**src/rtl/pv_audio_pkg.sv**
```systemverilog
// Shared types and helpers for the monostable timer / PWM indicator chain.
// Optional gamma helper is built only when LEVEL_PWM_GAMMA_EN is defined.
package pv_audio_pkg;

  localparam int PWM_PERIOD = 255;
  localparam int LEVEL_W    = 8;

  typedef logic [LEVEL_W-1:0] level_t;

  // Move cur toward tgt by at most max_step, never overshooting or wrapping.
  function automatic level_t slew_step(level_t cur, level_t tgt, level_t max_step);
    logic [LEVEL_W:0] diff;
    level_t           result;
    diff   = {1'b0, max_step};
    result = cur;
    if (tgt > cur) begin
      diff   = {1'b0, tgt} - {1'b0, cur};
      result = (diff > {1'b0, max_step}) ? (cur + max_step) : tgt;
    end else if (tgt < cur) begin
      diff   = {1'b0, cur} - {1'b0, tgt};
      result = (diff > {1'b0, max_step}) ? (cur - max_step) : tgt;
    end else begin
      result = cur;
    end
    return result;
  endfunction

`ifdef LEVEL_PWM_GAMMA_EN
  // Square-law perceptual curve; 255*255+255 still fits in 16 bits.
  function automatic level_t gamma_correct(level_t d);
    logic [15:0] sq;
    sq = ({8'd0, d} * {8'd0, d}) + 16'd255;
    return sq[15:8];
  endfunction
`endif

endpackage

```
**src/rtl/level_pwm_if.sv**
```systemverilog
// Control/status bundle between the monostable level source and level_pwm.
interface level_pwm_if;
  import pv_audio_pkg::*;

  logic   en;
  level_t level;
  logic   pwm_out;
  level_t duty;
  logic   period_start;

  modport master (output en, output level, input pwm_out, input duty, input period_start);
  modport slave  (input en, input level, output pwm_out, output duty, output period_start);

endinterface

```
**src/rtl/pwm_prescaler.sv**
```systemverilog
// Reusable tick generator: tick is high while the counter sits at PRESCALE-1.
module pwm_prescaler #(
  parameter int unsigned PRESCALE = 4
) (
  input  logic sys_clk,
  input  logic rst,
  input  logic clr,
  output logic tick
);

  localparam logic [15:0] LAST_C = 16'(PRESCALE - 1);

  logic [15:0] count_r;

  assign tick = (count_r == LAST_C);

  // Free-running divider, synchronously parked at zero by clr.
  always_ff @(posedge sys_clk or posedge rst) begin
    if (rst) begin
      count_r <= 16'd0;
    end else if (clr) begin
      count_r <= 16'd0;
    end else if (tick) begin
      count_r <= 16'd0;
    end else begin
      count_r <= count_r + 16'd1;
    end
  end

endmodule

```
**src/rtl/level_pwm.sv**
```systemverilog
// Glitch-free, slew-limited PWM driver for the monostable "incomplete" level.
// Define LEVEL_PWM_GAMMA_EN to apply a square-law curve to the compared duty.
module level_pwm
  import pv_audio_pkg::*;
#(
  parameter int unsigned PRESCALE = 4,
  parameter int unsigned SLEW     = 255
) (
  input  logic        sys_clk,
  input  logic        rst,
  level_pwm_if.slave  bus
);

  localparam level_t SLEW_C   = level_t'(SLEW);
  localparam level_t CNT_LAST = level_t'(PWM_PERIOD - 1);

  logic   tick_s;
  logic   clr_s;
  logic   boundary_s;
  level_t duty_eff_s;
  level_t cnt_r;
  level_t duty_cur_r;
  logic   pwm_r;
  logic   period_start_r;

  assign clr_s = ~bus.en;

  pwm_prescaler #(
    .PRESCALE (PRESCALE)
  ) u_prescaler (
    .sys_clk (sys_clk),
    .rst     (rst),
    .clr     (clr_s),
    .tick    (tick_s)
  );

  // Boundary is decided from register state so a same-edge enable drop still updates duty.
  assign boundary_s = tick_s && (cnt_r == CNT_LAST);

`ifdef LEVEL_PWM_GAMMA_EN
  assign duty_eff_s = gamma_correct(duty_cur_r);
`else
  assign duty_eff_s = duty_cur_r;
`endif

  // Period counter, boundary duty update and registered outputs.
  always_ff @(posedge sys_clk or posedge rst) begin
    if (rst) begin
      cnt_r          <= 8'd0;
      duty_cur_r     <= 8'd0;
      pwm_r          <= 1'b0;
      period_start_r <= 1'b0;
    end else begin
      if (boundary_s) begin
        duty_cur_r <= slew_step(duty_cur_r, bus.level, SLEW_C);
      end else begin
        duty_cur_r <= duty_cur_r;
      end

      if (!bus.en) begin
        cnt_r          <= 8'd0;
        pwm_r          <= 1'b0;
        period_start_r <= 1'b0;
      end else begin
        if (boundary_s) begin
          cnt_r <= 8'd0;
        end else if (tick_s) begin
          cnt_r <= cnt_r + 8'd1;
        end else begin
          cnt_r <= cnt_r;
        end
        pwm_r          <= (cnt_r < duty_eff_s);
        period_start_r <= boundary_s;
      end
    end
  end

  assign bus.pwm_out      = pwm_r;
  assign bus.duty         = duty_cur_r;
  assign bus.period_start = period_start_r;

endmodule

```
**src/flat_wrapper.sv**
```systemverilog
// flat-port wrapper written by rule: the top's interface ports become plain ports
module level_pwm_flat import pv_audio_pkg::*;
#(
  parameter int unsigned PRESCALE = 4,
  parameter int unsigned SLEW     = 255
)
  (sys_clk, rst, bus_en, bus_level, bus_pwm_out, bus_duty, bus_period_start);
  level_pwm_if bus_i ();
  input  logic sys_clk;
  input  logic rst;
  input wire logic [$bits(bus_i.en)-1:0] bus_en;
  input wire logic [$bits(bus_i.level)-1:0] bus_level;
  output wire logic [$bits(bus_i.pwm_out)-1:0] bus_pwm_out;
  output wire logic [$bits(bus_i.duty)-1:0] bus_duty;
  output wire logic [$bits(bus_i.period_start)-1:0] bus_period_start;
  assign bus_i.en = bus_en;
  assign bus_i.level = bus_level;
  assign bus_pwm_out = bus_i.pwm_out;
  assign bus_duty = bus_i.duty;
  assign bus_period_start = bus_i.period_start;
  level_pwm #(.PRESCALE(PRESCALE), .SLEW(SLEW)) u_core (.sys_clk(sys_clk), .rst(rst), .bus(bus_i));
endmodule
```
**config.mk**
```make
export PLATFORM = sky130hd
export DESIGN_NAME = level_pwm_flat
export DESIGN_NICKNAME = d
export VERILOG_FILES = /design/src/rtl/pv_audio_pkg.sv /design/src/rtl/level_pwm_if.sv /design/src/rtl/pwm_prescaler.sv /design/src/rtl/level_pwm.sv /design/src/flat_wrapper.sv
export SDC_FILE = /design/constraint.sdc
export NUM_CORES = 1
export LEC_CHECK = 0
export CAP_MARGIN = 20
export CORE_MARGIN = 4
export CORE_UTILIZATION = 40
export CTS_BUF_LIST = sky130_fd_sc_hd__clkbuf_4
export CTS_CLUSTER_SIZE = 20
export DETAILED_ROUTE_END_ITERATION = 10
export GPL_ROUTABILITY_DRIVEN = 0
export SLEW_MARGIN = 15
export SYNTH_ARGS = -nofsm -noshare
export SYNTH_HDL_FRONTEND = slang
export SYNTH_SLANG_ARGS = --single-unit
```
**constraint.sdc**
```tcl
create_clock -name sys_clk -period 3 [get_ports sys_clk]
set_input_delay 0.3 -clock sys_clk [delete_from_list [all_inputs] [get_ports sys_clk]]
set_output_delay 0.3 -clock sys_clk [all_outputs]
set_load 0.02 [all_outputs]
```
==> impl_metrics.json, run 1 <==
{
  "outcome": "finished, final reports clean",
  "ys_warn_count": 0,
  "crit_path_end_kind": "flip-flop",
  "yosysTopAreaCellShare": 0.324,
  "highest_layer": "met4",
  "dr.first_iter.drc_count": 77,
  "synth-seq-cells": 34,
  "netlist_top_cells_area": "dfrtp_1 (32%), ha_1 (13%), xnor2_1 (5.0%)",
  "wl_met3_um": 177,
  "p_sw_uw": 228,
  "power.leakage_uw": 0.00138,
  "numCtsBuffers": 5,
  "post_cts_resized": 0,
  "grt_first_pass_wirelength_um": 9580,
  "drtAntennaViolNets": 0,
  "crit_required_ps": 3250,
  "ir_drop_mv": 0.264,
  "worst-path-max-fanout": 12,
  "portBuffers": 20,
  "htree_levels": 2,
  "synth-edff-count": 0,
  "combPwrFrac": 0.131,
  "dp_hpwl_um": 4300,
  "clock_path_buffers": 2,
  "power_frac_seq": 0.517,
  "switching_share": 0.249,
  "syn_inst": 288,
  "tightestPinTransition_ps": 455,
  "grt_pass1_vias": 2069,
  "timing.setup.tns_ps": 0,
  "fmax_mhz": 404,
  "finalSetupViolCount": 0,
  "grt_max_degree": 35,
  "finalCritPeriodShare": 0.826,
  "synth_common_cells": "dfrtp_1 (34), nor2_1 (30), ha_1 (28)",
  "grt.total_usage": 0.154,
  "fin_crit_ps": 2480,
  "fin_skew_ps": 11.3,
  "rsz0062_at_grt": "false",
  "drcViolationCount": 0,
  "synth_area_um2": 2630,
  "internal_power_uw": 685,
  "fin_area_um2": 3020,
  "core_region_area_um2": 6350,
  "yosysTopAreaCell": "dfrtp_1",
  "n_antenna_cell": 0,
  "area_growth_syn_to_layout_pct": 15.0,
  "r2r-end": "u_core.bus.duty[2]",
  "ys_types": 41,
  "timing.rr.start": "u_core.bus.duty[0]",
  "rows": 29,
  "avgSynthCellArea_um2": 9.12,
  "postCtsSetupRepairBufs": 0,
  "clock_power_share": 0.353,
  "antenna_found_initial": 0,
  "wirelength_um": 5650,
  "route.met2.wl_um": 2660,
  "drive_gt1_frac": 0.0852,
  "place_area_um2": 2950,
  "nFillCells": 596,
  "vias": 2068,
  "routed_via_density": 5.25,
  "clock_latency_ps": 340,
  "hold_path.class": "in2async",
  "reg2reg_depth": 11,
  "hold_viol": 0,
  "dieArea_um2": 7930,
  "async_flop_share": 1.00,
  "final_nets": 358,
  "die_y_um": 89.1,
  "postCtsHoldBufs": 0,
  "cap_violations": 0,
  "cts-root-buf": "clkbuf_4",
  "worst_ep_arrival_time_ps": 2730,
  "crit_type": "reg2reg",
  "r2r_setup_slack_ps": 520,
  "io_pins": 21,
  "cts_sinks": 34,
  "maxSlewHeadroom": 0.697,
  "overflow": 0,
  "ys.flop_type": "dfrtp_1",
  "start_kind": "flip-flop",
  "first_pass_iters": 5,
  "drt-met1-wl_um": 2800,
  "synth_nets": 329,
  "p_per_area_nw_per_um2": 302,
  "timing.final.max_slew_violations": 0,
  "wl_per_cell_um": 14.4,
  "cts_tree": "built",
  "die_w_um": 89.1,
  "p_total_uw": 913,
  "start_util": 0.414,
  "synth.most_common_cell": "dfrtp_1",
  "clkTransAtPathRegs_ps": 110,
  "synth-seq-area-share": 0.324
}
## final cells by class
| class | count | area (um2) | area share |
|---|---|---|---|
| tap | 77 | 96.3 | 0.0319 |
| clock buffer | 5 | 37.5 | 0.0124 |
| inverter | 26 | 97.6 | 0.0323 |
| sequential | 34 | 851 | 0.281 |
| multi-input combinational | 223 | 1650 | 0.547 |
| timing repair buffer | 27 | 253 | 0.0836 |
| clock inverter | 2 | 33.8 | 0.0112 |
## layer usage
layer,vias to the layer above,track usage
li1,1059,-
met1,981,0.209
met2,26,0.254
met3,2,0.0230
met4,0,0.0501
met5,-,0
## state kept, by name (all words and copies together) (netlist names)
register	cells
u_core.bus.period_start	1
u_core.cnt_r	8
u_core.u_prescaler.count_r	16
u_core.bus.duty	8
u_core.bus.pwm_out	1
## logic make-up after synthesis
logic type,count (synthesis),synth area share
multiplexers,18,0.0709
flip-flops,34,0.324
AND/OR/NAND/NOR,106,0.217
buffers and inverters,31,0.0467
AO/OA/AOI/OAI,39,0.0929
adder cells (fa/ha/maj),30,0.149
XOR/XNOR,30,0.100
## power groups by stage
stage | Clock (uW) | Sequential, uW | Combinational (uW)
after floorplan | 0 | 479 | 76.6
after global placement | 0 | 480 | 119
after detailed placement | 0 | 480 | 121
after CTS | 336 | 471 | 121
after global routing | 358 | 473 | 133
final | 322 | 472 | 119
## cells in the final DEF, fill, tap and decap left out, types with 3 or more instances in the layout
master / Yosys / routed
inv_1: 26 / 26
a211oi_1: 5 / 5
nand2_1: 17 / 17
and3_1: 9 / 9
xor2_1: 15 / 15
xnor2_1: 15 / 15
o21ai_1: 11 / 11
o21ai_0: 5 / 5
nand3b_1: 3 / 3
nor2_1: 30 / 30
clkbuf_4: 0 / 5
nand4_1: 6 / 6
mux2_2: 5 / 5
nand3_1: 20 / 20
nand2b_1: 4 / 4
dfrtp_1: 34 / 34
a21oi_1: 5 / 5
mux2i_1: 13 / 13
clkdlybuf4s50_1: 0 / 20
nor3_1: 5 / 5
buf_4: 0 / 7
ha_1: 28 / 28
## worst max-delay path, cell delays in order (launching register included)
cell	delay, ps
dfrtp_1	550
inv_1	170
ha_1	160
inv_1	50
fa_1	370
nand3_1	80
a21oi_1	120
nor3_4	210
buf_4	200
mux2i_1	80
mux2_2	260
o21ai_1	130
## worst max path at each step
stage / slack, ps / depth (start not counted) / to / from
after detailed placement: 420 / 9 / u_core.bus.duty[2] / bus_level[5]
after CTS: 490 / 11 / u_core.bus.duty[2] / u_core.bus.duty[0]
after floorplan: 590 / 9 / u_core.bus.duty[1] / u_core.bus.duty[0]
final: 520 / 11 / u_core.bus.duty[2] / u_core.bus.duty[0]
after global placement: 400 / 9 / u_core.bus.duty[2] / bus_level[5]
after global routing: 310 / 9 / u_core.bus.duty[4] / u_core.bus.duty[6]
## metrics by stage
| step | utilization | std cells | hold slack, ps | worst slack [ps] |
|---|---|---|---|---|
| floorplan | - | 288 | 429 | 588 |
| global placement | 0.465 | 387 | 479 | 398 |
| detailed placement | 0.465 | 387 | 487 | 422 |
| CTS | 0.476 | 394 | 354 | 487 |
| global route | 0.476 | 394 | 358 | 312 |
| finish | 0.476 | 394 | 346 | 523 |
Power figures use the tool's default switching activity.
==> run 2: changes to the inputs <==
==> constraint.sdc (replaced) <==
create_clock -name sys_clk -period 2.5 [get_ports sys_clk]
set_input_delay 0.25 -clock sys_clk [delete_from_list [all_inputs] [get_ports sys_clk]]
set_output_delay 0.25 -clock sys_clk [all_outputs]
set_load 0.02 [all_outputs]
==> run 2 against run 1 <==
  * First-iteration DRC count grew 3.9%
  * Clock skew decreased by 2.4 ps
  * Global-route usage fell by 0.20 points
  * Final area up 5.1%
  * Critical path type unchanged
  * Critical endpoint is now u_core.bus.duty[5]
  * Largest cell class unchanged
==> impl_metrics.json, run 2 (synthesis results as in run 1) <==
{
  "dieArea_um2": 7930,
  "portBuffers": 20,
  "cts_sinks": 34,
  "die_y_um": 89.1,
  "wirelength_um": 5700,
  "fin_crit_ps": 2370,
  "p_per_area_nw_per_um2": 357,
  "postCtsHoldBufs": 0,
  "final_cell_mix": "dfrtp_1 (34), nor2_1 (29), ha_1 (28), inv_1 (26), buf_4 (23)",
  "grt_first_pass_wirelength_um": 9350,
  "core_region_area_um2": 6350,
  "crit_start": "u_core.bus.duty[0]",
  "grt.total_usage": 0.152,
  "finalSetupViolCount": 0,
  "nFillCells": 581,
  "vias": 2158,
  "cts-root-buf": "clkbuf_4",
  "ir_drop_mv": 0.409,
  "antenna_found_initial": 0,
  "grt_max_degree": 35,
  "worst-path-max-fanout": 5,
  "drtAntennaViolNets": 0,
  "place_area_um2": 3080,
  "drive_gt1_frac": 0.140,
  "routed_via_density": 5.24,
  "fin_skew_ps": 8.86,
  "io_pins": 21,
  "hold_viol": 0,
  "numCtsBuffers": 5,
  "clock_path_buffers": 2,
  "timing.setup.tns_ps": 0,
  "dr.first_iter.drc_count": 80,
  "clkTransAtPathRegs_ps": 120,
  "hold-worst-slack_ps": 275,
  "die_w_um": 89.1,
  "power_frac_seq": 0.499,
  "htree_levels": 2,
  "finalCritPeriodShare": 0.946,
  "timing.final.max_slew_violations": 0,
  "maxSlewHeadroom": 0.689,
  "overflow": 0,
  "outcome": "finished, final reports clean",
  "power.leakage_uw": 0.00147,
  "n_antenna_cell": 0,
  "tightestPinTransition_ps": 463,
  "mostFrequentLayoutCell": "dfrtp_1",
  "crit_required_ps": 2780,
  "hold_path.class": "in2async",
  "start_kind": "flip-flop",
  "timing.rr.start": "u_core.bus.duty[0]",
  "internal_power_uw": 840,
  "dp_hpwl_um": 4390,
  "first_pass_iters": 4,
  "final_nets": 375,
  "switching_share": 0.259,
  "worst_ep_arrival_time_ps": 2650,
  "p_sw_uw": 293,
  "area_growth_syn_to_layout_pct": 20.9,
  "reg2reg_depth": 11,
  "grt_pass1_vias": 2010,
  "cap_violations": 0,
  "regMostFlops": "u_core.u_prescaler.count_r",
  "final_cell_count_no_fill": 412,
  "drcViolationCount": 0,
  "crit_type": "reg2reg",
  "wl_per_cell_um": 13.8,
  "place_inst": 402,
  "combPwrFrac": 0.137,
  "start_util": 0.414,
  "cts_tree": "built",
  "fin_area_um2": 3180,
  "fmax_mhz": 423,
  "crit_path_end_kind": "flip-flop",
  "rows": 29,
  "largest_reg_flops": 16,
  "clock_power_share": 0.364,
  "clock_latency_ps": 340
}
## run 2: layout make-up
| class | instances | area [um2] | area share |
|---|---|---|---|
| sequential | 34 | 851 | 0.268 |
| timing repair buffer | 44 | 393 | 0.124 |
| inverter | 26 | 97.6 | 0.0307 |
| clock buffer | 5 | 37.5 | 0.0118 |
| multi-input combinational | 223 | 1660 | 0.521 |
| clock inverter | 3 | 45.0 | 0.0142 |
| tap | 77 | 96.3 | 0.0303 |
## run 2: final timing paths
check,endpoint,slack [ps]
setup / recovery,u_core.bus.duty[5],130
hold / removal,u_core.bus.duty[7],270
setup reg to reg,u_core.bus.duty[5],130
hold reg to reg,u_core.u_prescaler.count_r[0],480
max in group asynchronous,u_core.u_prescaler.count_r[0],1910
min in group sys_clk,u_core.u_prescaler.count_r[0],480
## run 2: what timing repair did
action / 4_1_cts / 5_1_grt
endpoints found under the setup margin: 0 / 5
buffers inserted: 0 / 2
gates resized for setup: 0 / 1
## run 2: per-layer routing
layer	GRT usage	vias up	share of wire
met5	0	-	0
met4	0.0609	0	0.020
met2	0.238	41	0.44
met1	0.209	1020	0.50
met3	0.0276	11	0.040
li1	-	1086	-
## run 2: worst max-delay path: stages (launching register included)
cell and delay, ps:
dfrtp_1 450, inv_1 120, ha_1 150, inv_1 40
fa_1 370, nand3_1 100, a21oi_1 120, nor3_4 290
buf_4 200, mux2i_1 80, mux2_2 260, o21ai_1 120
## run 2: power by group through the flow
stage / Combinational (uW) / Clock (uW) / Sequential (uW)
6_report: 155 / 413 / 565
3_3_place_gp: 155 / 0 / 576
5_1_grt: 173 / 452 / 566
4_1_cts: 157 / 429 / 565
3_5_place_dp: 156 / 0 / 576
2_1_floorplan: 91.9 / 0 / 575
## run 2: stage by stage
step | util | setup slack [ps] | power, uW
final | 0.500 | 134 | 1130
after global routing | 0.500 | -18.0 | 1190
after CTS | 0.498 | 61.2 | 1150
after detailed placement | 0.485 | -93.9 | 732
after global placement | 0.485 | -60.7 | 731
after floorplan | - | 88.4 | 667
==> run 3: changes to the inputs <==
--- a/config.mk
+++ b/config.mk
@@ -12,6 +12,7 @@
 export CTS_CLUSTER_SIZE = 20
 export DETAILED_ROUTE_END_ITERATION = 10
 export GPL_ROUTABILITY_DRIVEN = 0
+export GPL_TIMING_DRIVEN = 0
 export SLEW_MARGIN = 15
 export SYNTH_ARGS = -nofsm -noshare
 export SYNTH_HDL_FRONTEND = slang
==> run 3 against run 2 <==
  * Critical endpoint is now u_core.bus.duty[1]
  * First-iteration DRC count down 46%
  * Sequential share of layout area increased by 0.92 points
  * Worst hold slack improved by 41 ps
  * Sequential power barely moved
  * Worst setup slack improved by 32 ps
  * Via count decreased by 3.2%
  * Critical path type unchanged
==> impl_metrics.json, run 3 (synthesis results as in run 1) <==
{
  "r2r_setup_slack_ps": 170,
  "grt.total_usage": 0.152,
  "overflow": 0,
  "post-route-worst-setup-slack_ps": 166,
  "n_antenna_cell": 0,
  "worst_ep_arrival_time_ps": 2580,
  "cts_sinks": 34,
  "area_growth_syn_to_layout_pct": 17.8,
  "core_region_area_um2": 6350,
  "first_pass_iters": 4,
  "vias": 2090,
  "ir_drop_mv": 0.282,
  "fmax_mhz": 428,
  "drive_gt1_frac": 0.143,
  "regMostFlops": "u_core.u_prescaler.count_r",
  "hold_path.class": "in2async",
  "dieArea_um2": 7930,
  "routed_via_density": 5.24,
  "max_stage_delay_ps": 390,
  "wl_per_cell_um": 14.0,
  "crit_path_end_kind": "flip-flop",
  "final_cell_mix": "dfrtp_1 (29), nor2_1 (28), ha_1 (27), inv_1 (25)",
  "finalCritPeriodShare": 0.934,
  "rsz0062_at_grt": "false",
  "fin_skew_ps": 9.99,
  "cpMaxStageDelayCell": "dfrtp_1",
  "tightestPinTransition_ps": 698,
  "portBuffers": 20,
  "place_inst": 385,
  "hold_viol": 0,
  "die_w_um": 89.1,
  "final_nets": 362,
  "final_cell_count_no_fill": 399,
  "postCtsHoldBufs": 0,
  "cp_num_cells": 9,
  "crit_start": "u_core.bus.duty[2]",
  "antenna_found_initial": 0,
  "htree_levels": 2,
  "critical_path.cell_chain": "clkbuf_4, inv_1, ha_1, o211ai_1, a21oi_2, o21ai_0, nor3b_2, o211a_1, o31a_1",
  "wirelength_um": 5580,
  "grt_first_pass_wirelength_um": 9480,
  "timing.rr.start": "u_core.bus.duty[2]",
  "clkTransAtPathRegs_ps": 120,
  "cap_violations": 0,
  "dr.first_iter.drc_count": 43,
  "drcViolationCount": 0,
  "crit_required_ps": 2740,
  "drtAntennaViolNets": 0,
  "mostFrequentLayoutCell": "dfrtp_1",
  "place_ws_ps": -290,
  "numCtsBuffers": 5,
  "r2r-end": "u_core.bus.duty[1]",
  "dp_hpwl_um": 4260,
  "finalSetupViolCount": 0,
  "timing.final.max_slew_violations": 0,
  "outcome": "finished, final reports clean",
  "clock_latency_ps": 350,
  "crit_buf_inv": 2,
  "io_pins": 21,
  "reg2reg_depth": 9,
  "p_per_area_nw_per_um2": 332,
  "maxSlewHeadroom": 0.534,
  "start_kind": "flip-flop",
  "power.leakage_uw": 0.00139,
  "grt_max_degree": 35,
  "cts_tree": "built",
  "clock_path_buffers": 2,
  "grt_pass1_vias": 1985,
  "start_util": 0.414,
  "cp_top_family": "compound AO/OA/AOI/OAI gates",
  "worst-path-max-fanout": 9,
  "crit_end": "u_core.bus.duty[1]",
  "fin_crit_ps": 2330,
  "cts-root-buf": "clkbuf_4",
  "crit_type": "reg2reg",
  "rows": 29,
  "die_y_um": 89.1,
  "largest_reg_flops": 16
}
## run 3: power by group
group          switching, uW  total [uW]  internal [uW]
logic                   85.7         153           67.2
registers               7.84         565            557
clock network            205         310            105
total                    299        1030            729
## run 3: worst reg2reg max path: cells and delay by family, from the launching register on
family | cells | cell delay, ps
buffers and inverters | 2 | 320
AND/OR/NAND/NOR | 1 | 100
flip-flops | 1 | 390
AO/OA/AOI/OAI | 5 | 1070
adder cells (fa/ha/maj) | 1 | 350
## run 3: worst min path at each step
| stage | start | end | slack, ps |
|---|---|---|---|
| detailed placement | u_core.u_prescaler.count_r[0] | u_core.u_prescaler.count_r[0] | 480 |
| finish | rst | u_core.u_prescaler.count_r[11] | 320 |
| CTS | rst | u_core.u_prescaler.count_r[11] | 340 |
| global placement | u_core.u_prescaler.count_r[0] | u_core.u_prescaler.count_r[0] | 470 |
| global route | rst | u_core.u_prescaler.count_r[12] | 370 |
| floorplan | bus_en | u_core.bus.period_start | 380 |
## run 3: stage by stage
stage / utilization / total power (uW) / instance area (um2) / hold slack, ps / setup TNS [ps]
finish: 0.487 / 1030 / 3090 / 316 / 0
global route: 0.487 / 1080 / 3090 / 368 / 0
detailed placement: 0.460 / 716 / 2920 / 477 / -1340
global placement: 0.460 / 714 / 2920 / 473 / -1210
floorplan: - / 667 / 2630 / 379 / 0
CTS: 0.474 / 1030 / 3010 / 344 / 0
## run 3: cell type report
type / count / area (um2)
Fill cell: 629 / 3260
Buffer: 5 / 30.0
Inverter: 26 / 97.6
Sequential cell: 34 / 857
Multi-Input combinational cell: 223 / 1710
Clock buffer: 5 / 37.5
Timing Repair Buffer: 26 / 245
Clock inverter: 3 / 16.3
Tap cell: 77 / 96.3
## run 3: layer usage
metal,GRT usage,part of all wire,routed length (um),vias up
li1,-,-,-,1059
met1,0.209,0.49,2730,1003
met2,0.252,0.47,2610,23
met3,0.0249,0.032,177,5
met4,0.0365,0.011,61,0
met5,0,0,0,-
## run 3: timing repair
| action | CTS | global route |
|---|---|---|
| endpoints found under the setup margin | 7 | 8 |
| pin swaps | 2 | 2 |
| gates resized for setup | 1 | 18 |
| buffers inserted | 4 | 2 |
